<file path="src/rtl/mc_pkg.sv">
// mc_pkg: opcodes, state encoding, ALU control and fault cause codes for the multi-cycle sequencer
package mc_pkg;
  localparam logic [6:0] OP_R_TYPE   = 7'b0110011;
  localparam logic [6:0] OP_I_TYPE   = 7'b0010011;
  localparam logic [6:0] OP_I_L_TYPE = 7'b0000011;
  localparam logic [6:0] OP_S_TYPE   = 7'b0100011;
  localparam logic [6:0] OP_B_TYPE   = 7'b1100011;
  typedef enum logic [3:0] {
    FETCH  = 4'd0,
    DECODE = 4'd1,
    EXEC_R = 4'd2,
    EXEC_I = 4'd3,
    ADDR   = 4'd4,
    MEM_RD = 4'd5,
    MEM_WR = 4'd6,
    WB_ALU = 4'd7,
    WB_MEM = 4'd8,
    BRANCH = 4'd9,
    FAULT  = 4'd10
  } state_t;
  localparam logic [1:0] ALU_ADD  = 2'b00;
  localparam logic [1:0] ALU_SUB  = 2'b01;
  localparam logic [1:0] ALU_RFN  = 2'b10;
  localparam logic [1:0] ALU_IFN  = 2'b11;
  localparam logic [1:0] SRCB_RS2  = 2'b00;
  localparam logic [1:0] SRCB_FOUR = 2'b01;
  localparam logic [1:0] SRCB_IMM  = 2'b10;
  localparam logic [1:0] CAUSE_NONE    = 2'b00;
  localparam logic [1:0] CAUSE_ILLEGAL = 2'b01;
  localparam logic [1:0] CAUSE_TIMEOUT = 2'b10;
endpackage

</file>
<file path="src/rtl/mc_timeout_counter.sv">
// mc_timeout_counter: memory-wait cycle counter; ports clk, clr (sync clear), en (count), expired (count at TIMEOUT-1)
module mc_timeout_counter #(
  parameter int TIMEOUT = 16,
  parameter int CNT_W   = 5
) (
  input  logic clk,
  input  logic clr,
  input  logic en,
  output logic expired
);
  logic [CNT_W-1:0] cnt;
  always_ff @(posedge clk) begin
    if (clr) cnt <= '0;
    else if (en) cnt <= cnt + 1'b1;
  end
  // TIMEOUT of zero never expires
  assign expired = (TIMEOUT != 0) && (cnt == CNT_W'(TIMEOUT - 1));
endmodule

</file>
<file path="src/rtl/multicycle_control.sv">
// multicycle_control: RV32I multi-cycle Moore sequencer (fetch/decode/exec/mem/wb) with memory-ready handshake and fault reporting.
// Ports: i_clk, i_rst_n (sync active-low), i_OPCode, i_Zero, i_MemReady in; datapath strobes, o_Fault, o_FaultCause, o_State out.
// Optional MC_TIMEOUT_EN: memory waits longer than TIMEOUT cycles enter FAULT with cause 10.
module multicycle_control
  import mc_pkg::*;
#(
  parameter int TIMEOUT = 16,
  parameter int CNT_W   = 5
) (
  input  logic       i_clk,
  input  logic       i_rst_n,
  input  logic [6:0] i_OPCode,
  input  logic       i_Zero,
  input  logic       i_MemReady,
  output logic       o_PCWrite,
  output logic       o_PCWriteCond,
  output logic       o_PCSrc,
  output logic       o_IorD,
  output logic       o_MemRead,
  output logic       o_MemWrite,
  output logic       o_IRWrite,
  output logic       o_MemToReg,
  output logic [1:0] o_ALUOp,
  output logic       o_ALUSrcA,
  output logic [1:0] o_ALUSrcB,
  output logic       o_RegWrite,
  output logic       o_Fault,
  output logic [1:0] o_FaultCause,
  output logic [3:0] o_State
);
  state_t     state;
  logic [1:0] cause;
  logic       timeout_hit;
  logic       zero_unused;
  // the datapath combines i_Zero with o_PCWriteCond itself
  assign zero_unused = i_Zero;
`ifdef MC_TIMEOUT_EN
  logic waiting;
  logic expired;
  assign waiting = (state == FETCH) || (state == MEM_RD) || (state == MEM_WR);
  // clearing whenever not counting leaves the counter at zero on entry to each wait state
  mc_timeout_counter #(.TIMEOUT(TIMEOUT), .CNT_W(CNT_W)) u_timeout (
    .clk(i_clk),
    .clr(!i_rst_n || !waiting || i_MemReady),
    .en(waiting && !i_MemReady),
    .expired(expired)
  );
  assign timeout_hit = waiting && !i_MemReady && expired;
`else
  logic [31:0] cfg_unused;
  assign cfg_unused = TIMEOUT + CNT_W;
  assign timeout_hit = 1'b0;
`endif
  always_ff @(posedge i_clk) begin
    if (!i_rst_n) begin
      state <= FETCH;
      cause <= CAUSE_NONE;
    end else begin
      case (state)
        FETCH:
          if (i_MemReady) state <= DECODE;
          else if (timeout_hit) begin
            state <= FAULT;
            cause <= CAUSE_TIMEOUT;
          end
        DECODE:
          case (i_OPCode)
            OP_R_TYPE:              state <= EXEC_R;
            OP_I_TYPE:              state <= EXEC_I;
            OP_I_L_TYPE, OP_S_TYPE: state <= ADDR;
            OP_B_TYPE:              state <= BRANCH;
            default: begin
              state <= FAULT;
              cause <= CAUSE_ILLEGAL;
            end
          endcase
        EXEC_R, EXEC_I: state <= WB_ALU;
        ADDR: state <= (i_OPCode == OP_I_L_TYPE) ? MEM_RD : MEM_WR;
        MEM_RD:
          if (i_MemReady) state <= WB_MEM;
          else if (timeout_hit) begin
            state <= FAULT;
            cause <= CAUSE_TIMEOUT;
          end
        MEM_WR:
          if (i_MemReady) state <= FETCH;
          else if (timeout_hit) begin
            state <= FAULT;
            cause <= CAUSE_TIMEOUT;
          end
        WB_ALU, WB_MEM, BRANCH: state <= FETCH;
        default: state <= FAULT;
      endcase
    end
  end
  always_comb begin
    o_PCWrite     = 1'b0;
    o_PCWriteCond = 1'b0;
    o_PCSrc       = 1'b0;
    o_IorD        = 1'b0;
    o_MemRead     = 1'b0;
    o_MemWrite    = 1'b0;
    o_IRWrite     = 1'b0;
    o_MemToReg    = 1'b0;
    o_ALUOp       = ALU_ADD;
    o_ALUSrcA     = 1'b0;
    o_ALUSrcB     = SRCB_RS2;
    o_RegWrite    = 1'b0;
    o_Fault       = 1'b0;
    o_FaultCause  = CAUSE_NONE;
    o_State       = 4'd0;
    if (i_rst_n) begin
      o_State      = state;
      o_FaultCause = cause;
      case (state)
        FETCH: begin
          o_MemRead = 1'b1;
          o_ALUSrcB = SRCB_FOUR;
          o_IRWrite = i_MemReady;
          o_PCWrite = i_MemReady;
        end
        DECODE: o_ALUSrcB = SRCB_IMM;
        EXEC_R: begin
          o_ALUSrcA = 1'b1;
          o_ALUOp   = ALU_RFN;
        end
        EXEC_I: begin
          o_ALUSrcA = 1'b1;
          o_ALUSrcB = SRCB_IMM;
          o_ALUOp   = ALU_IFN;
        end
        ADDR: begin
          o_ALUSrcA = 1'b1;
          o_ALUSrcB = SRCB_IMM;
        end
        MEM_RD: begin
          o_MemRead = 1'b1;
          o_IorD    = 1'b1;
        end
        MEM_WR: begin
          o_MemWrite = 1'b1;
          o_IorD     = 1'b1;
        end
        WB_ALU: o_RegWrite = 1'b1;
        WB_MEM: begin
          o_RegWrite = 1'b1;
          o_MemToReg = 1'b1;
        end
        BRANCH: begin
          o_ALUSrcA     = 1'b1;
          o_ALUOp       = ALU_SUB;
          o_PCWriteCond = 1'b1;
          o_PCSrc       = 1'b1;
        end
        default: o_Fault = 1'b1;
      endcase
    end
  end
endmodule

</file>
<file path="config.mk">
export PLATFORM = sky130hd
export DESIGN_NAME = multicycle_control
export DESIGN_NICKNAME = d
export VERILOG_FILES = /design/src/rtl/mc_pkg.sv /design/src/rtl/mc_timeout_counter.sv /design/src/rtl/multicycle_control.sv
export SDC_FILE = /design/constraint.sdc
export NUM_CORES = 1
export LEC_CHECK = 0
export ABC_AREA = 1
export CORE_MARGIN = 4
export CORE_UTILIZATION = 40
export DETAILED_ROUTE_END_ITERATION = 10
export PLACE_DENSITY = 0.83
export SLEW_MARGIN = 40
export SYNTH_ARGS = -nofsm -noshare
export SYNTH_HDL_FRONTEND = slang
export SYNTH_SLANG_ARGS = --single-unit
</file>
<file path="constraint.sdc">
create_clock -name i_clk -period 1.7 [get_ports i_clk]
set_input_delay 0.34 -clock i_clk [delete_from_list [all_inputs] [get_ports i_clk]]
set_output_delay 0.34 -clock i_clk [all_outputs]
set_load 0.02 [all_outputs]
</file>
==> out/results.txt, run 1 <==
XOR/XNOR Fraction of Synth Area - 0%
nature of the critical path endpoint - output port
Maximum Capacitance Violations - 0
Post-Synth Simple-Gate Area - 52.5%
adder-cell share of the synthesized area - 0%
largest net degree at the start of global routing - 12
setup TNS - 0 ns
RePlAce Congestion - 0.837
count leader, synth - nand2_1
dominant synthesized flop cell - dfxtp_1
CORE AREA - 1320 um^2
metal2 WL - 1.15 mm
met3 wire len - 167 um
NetSw - 816 uW
DPL Wire Length - 1.66 mm
gr ovfl total - 0
Final setup viols - 0
sequential element share of the synthesized area - 17.6%
Inserted Clock Buffers - 3
drt first pass iters - 6
Worst Hold Class - reg2reg
I/O pins - 32
die area - 2090 um^2
area delta synth->final - 81.3%
post-synth top area share - 21.8%
per-cell routed wire length - 12.5 um
Cells after Synth - 109
Clk pin slew, worst setup/hold paths - 0.05 ns
Antenna Nets Post-Route - 0
power density cells - 1570 nW/um^2
Antenna diodes - 0
Worst Skew - 0.00423 ns
portion of netlist area occupied by mux cells - 0%
Via density - 5.01
Yosys warnings - 0
Critical Path AT - 1.32 ns
Final Cycle Share - 97.4%
flops & latches, synth - 5
Gate power share - 75.5%
WL final - 2.17 mm
antenna violations before repair - 0
post-synth top area cell - nand2_1
Vias - 871
FFs w/ async S/R, synth - 0%
Total GRT Usage - 22.4%
CTS tree - built
average size of a mapped cell - 5.22 um^2
startpoint types - flip-flop
Initial Utilization - 43.2%
First DRT Iteration DRCs - 22
P_int - 803 uW
post-layout util - 78.3%
Synth Area in Compound Gates - 9.89%
Yosys cell types - 21
Synth area leaders - nand2_1, dfxtp_1, inv_1
Clock Tree Buf Depth - 2
Tmin final - 1.66 ns
# clock sinks - 5
top post-synthesis cells by count - nand2_1, inv_1, nor2_1, nand3_1, dfxtp_1
Setup Crit Path Kind - reg2out
first-pass GRT wire length - 3.37 mm
max-slew violations - 0
Fin. Hold Viols - 0
EDFF count, synth - 0
Worst Path Max Fanout - 4
nets - 171
Fmax - 604 MHz
CTS HTree Levels - 1
clk_lat worst skew - 0.24 ns
sequential power share - 15.9%
Die H - 45.7 um
worst vdd ir - 1.03 mV
vias in the first global route - 771
main combinational cell family by area after synthesis - simple AND/OR/NAND/NOR gates
status - completed
Clk network pwr share - 8.6%
Leak - 0.609 nW
Mapped Nets - 120
# DRC - 0
# rows - 13
uppermost layer routed - met4
RSZ-0062 raised after global routing - yes
Cell Area, Synth - 569 um^2
clock root cell - clkbuf_4
Worst Path Required - 1.36 ns
PortBufs - 29
share of layout cells above drive strength 1 - 42.1%
die width - 45.7 um
switching share of power - 50.4%
fillcell total - 95
M1 wire length - 842 um
stage by stage:
step	cells	power (mW)	setup slack, ns	hold slack [ns]	cell area [um^2]
floorplan	109	0.819	0.00513	0.425	579
global placement	169	1.33	-0.603	0.438	1010
detailed placement	169	1.37	-0.673	0.457	1010
CTS	173	1.47	0.00207	0.463	1000
global route	174	1.74	-0.0376	0.485	1030
finish	174	1.62	0.0450	0.475	1030
kinds of logic after synthesis:
| kind of cell | Yosys count |
|---|---|
| AND/OR/NAND/NOR | 67 |
| buffers and inverters | 26 |
| AO/OA/AOI/OAI | 10 |
| flip-flops | 5 |
| other | 1 |
cells in the final DEF, fill, tap and decap left out, types with 2 or more instances in the layout:
master	Yosys	final
clkbuf_4	0	3
buf_4	3	27
nor2_4	2	6
a21oi_2	0	2
nand2_1	33	30
dfxtp_2	0	2
a21oi_1	4	2
dfxtp_4	0	2
nand3_1	8	8
inv_2	1	3
inv_1	20	17
dlygate4sd2_1	0	4
nor2_1	14	11
buf_2	1	9
clkbuf_2	0	3
nand2_2	1	3
o22ai_1	2	2
nor3_1	3	2
nor2_2	4	3
clkdlybuf4s50_1	0	8
o21ai_0	2	2
final cells by class:
cell class / count / area, um^2 / share of cell area [%]
Timing Repair Buffer: 51 / 378 / 36.6
Tap cell: 15 / 18.8 / 1.82
Inverter: 21 / 81.3 / 7.88
Clock buffer: 4 / 26.3 / 2.55
Sequential cell: 5 / 110 / 10.7
Multi-Input combinational cell: 78 / 418 / 40.5
path summary, 6_finish.rpt:
check / from / to / slack (ns) / depth (start not counted)
worst max-delay path: state[0] / o_IRWrite / 0.04 / 5
worst min-delay path: cause[0] / cause[0] / 0.48 / 2
worst max register to register: state[1] / state[1] / 0.34 / 9
worst min register to register: cause[0] / cause[0] / 0.48 / 2
worst max-delay path, stage by stage (launching register included):
cell	delay [ns]
dfxtp_4	0.36
nor2_4	0.12
buf_4	0.13
nand2_2	0.08
nor3_4	0.20
buf_4	0.18
repair_timing:
action / CTS / global route
resized for setup: 72 / 25
buffers inserted: 0 / 1
hold buffers: 0 / 0
setup endpoints to repair: 20 / 14
pin swaps: 2 / 4
sequential cells by signal, summed over array words and instances (netlist names):
| register | count |
|---|---|
| cause | 1 |
| state | 4 |
power groups by stage:
stage | Sequential [mW] | Clock (mW) | Combinational (mW)
after floorplan | 0.208 | 0 | 0.610
after global placement | 0.211 | 0 | 1.12
after detailed placement | 0.219 | 0 | 1.15
after CTS | 0.235 | 0.142 | 1.10
after global routing | 0.261 | 0.161 | 1.32
final | 0.257 | 0.139 | 1.22
layer usage:
metal  vias to the layer above  track usage [%]
met3                         4             3.16
met4                         0             9.09
met2                        44             40.1
li1                        434                -
met5                         -                0
met1                       389             26.1
Note: power is estimated with default switching activity, not from simulation.
==> run 2: changes to the inputs <==
--- a/config.mk
+++ b/config.mk
@@ -6,10 +6,9 @@
 export NUM_CORES = 1
 export LEC_CHECK = 0
 export ABC_AREA = 1
-export CORE_MARGIN = 4
-export CORE_UTILIZATION = 40
+export CORE_UTILIZATION = 37
 export DETAILED_ROUTE_END_ITERATION = 10
-export PLACE_DENSITY = 0.83
+export PLACE_DENSITY = 0.78
 export SLEW_MARGIN = 40
 export SYNTH_ARGS = -nofsm -noshare
 export SYNTH_HDL_FRONTEND = slang
==> run 2 against run 1 <==
  * The run now ends with setup timing left
  * Die area fell by 19%
  * Sequential power fell by 2%
  * Routed wire length rose by 2.6%
  * Largest cell class unchanged
  * Largest power group unchanged
==> out/results.txt, run 2 (synthesis results as in run 1) <==
Clk pin slew, worst setup/hold paths - 0.05 ns
Final Cycle Share - 100%
R2R Setup Slk - 0.37 ns
Die H - 41.2 um
largest net degree at the start of global routing - 12
WL final - 2.23 mm
Total GRT Usage - 28.3%
CTS HTree Levels - 1
power density cells - 1600 nW/um^2
I/O pins - 32
Inserted Clock Buffers - 3
nature of the critical path endpoint - output port
clock root cell - clkbuf_4
fillcell total - 108
drt first pass iters - 4
Vias - 856
startpoint types - flip-flop
Maximum Capacitance Violations - 0
Finished Layout Cells - 175
most common cell after layout, fill and taps aside - nand2_1
area delta synth->final - 82.0%
Setup Crit Path Kind - reg2out
Top reg by flops - state
vias in the first global route - 781
DPL Wire Length - 1.65 mm
Initial Utilization - 41.7%
clk_lat worst skew - 0.24 ns
RePlAce Congestion - 0.917
worst vdd ir - 1.01 mV
Fin. Hold Viols - 0
Final setup viols - 1
Worst Path Max Fanout - 5
Largest regs - state: 4 flops, cause: 1 flops
first-pass GRT wire length - 3.11 mm
# DRC - 0
status - finished, violations left
Antenna Nets Post-Route - 0
CORE AREA - 1370 um^2
Placed Instances - 168
Fmax - 588 MHz
Antenna diodes - 0
worst setup margin - -0.00150 ns
sequential cell area - 110 um^2
Critical Path AT - 1.36 ns
Leak - 0.613 nW
post-layout util - 75.8%
die width - 41.2 um
per-cell routed wire length - 12.7 um
nets - 172
RSZ-0062 raised after global routing - yes
gr ovfl total - 0
die area - 1700 um^2
failing checks - setup timing
share of layout cells above drive strength 1 - 42.5%
most frequent cells in the layout - nand2_1, buf_4, inv_1
Via density - 4.89
CTS tree - built
# clock sinks - 5
antenna violations before repair - 0
PortBufs - 29
Tmin final - 1.70 ns
Clock Tree Buf Depth - 2
# rows - 13
Worst Skew - 0.00513 ns
First DRT Iteration DRCs - 17
DP Worst Slack - -0.636 ns
Worst Hold Class - reg2reg
max FFs per register - 4
Power Total - 1.66 mW
Worst Path Required - 1.36 ns
Multi-input gate area - 412 um^2
max-slew violations - 0
run 2: power by group:
part / total [mW] / internal [mW] / switching, mW
Clock: 0.140 / 0.0889 / 0.0514
Combinational: 1.27 / 0.563 / 0.704
Sequential: 0.252 / 0.182 / 0.0709
run 2: metal layers:
| metal | track usage [%] | vias up | part of all wire (%) |
|---|---|---|---|
| li1 | - | 431 | - |
| met1 | 30.9 | 392 | 40 |
| met2 | 51.2 | 31 | 54 |
| met3 | 4.35 | 2 | 4.3 |
| met4 | 15.3 | 0 | 0.99 |
| met5 | 0 | - | 0 |
run 2: layout make-up:
cell class                 instances  area share [%]
clock buffer                       4            2.54
inverter                          21            7.85
multi-input combinational         78            39.7
sequential                         5            10.6
tap                               15            1.81
timing repair buffer              52            37.4
run 2: final timing paths:
kind,start,end,depth (start not counted)
worst max-delay path,state[1],o_IRWrite,5
worst min-delay path,cause[0],cause[0],2
worst max register to register,state[1],state[2],9
worst min register to register,cause[0],cause[0],2
run 2: stage by stage:
stage	hold WS [ns]	area (um^2)	setup TNS, ns
5_1_grt	0.495	1040	-0.186
6_report	0.458	1040	-0.00150
3_3_place_gp	0.437	1010	-9.45
2_1_floorplan	0.425	579	0
3_5_place_dp	0.452	1010	-10.26
4_1_cts	0.462	1000	0
run 2: critical path, cell delays in order, from the launching register on:
cell and delay, ns:
dfxtp_2 0.35, nor2_4 0.14, buf_4 0.13, nand2_2 0.07
nor3_2 0.23, buf_4 0.19
run 2: timing repair:
action                                 in CTS  in global routing
hold buffers                                0                  0
setup endpoints to repair                  20                 14
setup buffers                               0                  3
endpoints found under the hold margin       0                  0
resized for setup                          71                 27
pin swaps                                   0                  5
==> run 3: changes to the inputs <==
--- a/config.mk
+++ b/config.mk
@@ -6,6 +6,7 @@
 export NUM_CORES = 1
 export LEC_CHECK = 0
 export ABC_AREA = 1
+export CAP_MARGIN = 20
 export CORE_UTILIZATION = 37
 export DETAILED_ROUTE_END_ITERATION = 10
 export PLACE_DENSITY = 0.78
==> results of run 3 <==
Same layout as run 2: the final DEF is identical, and so are final timing and power.
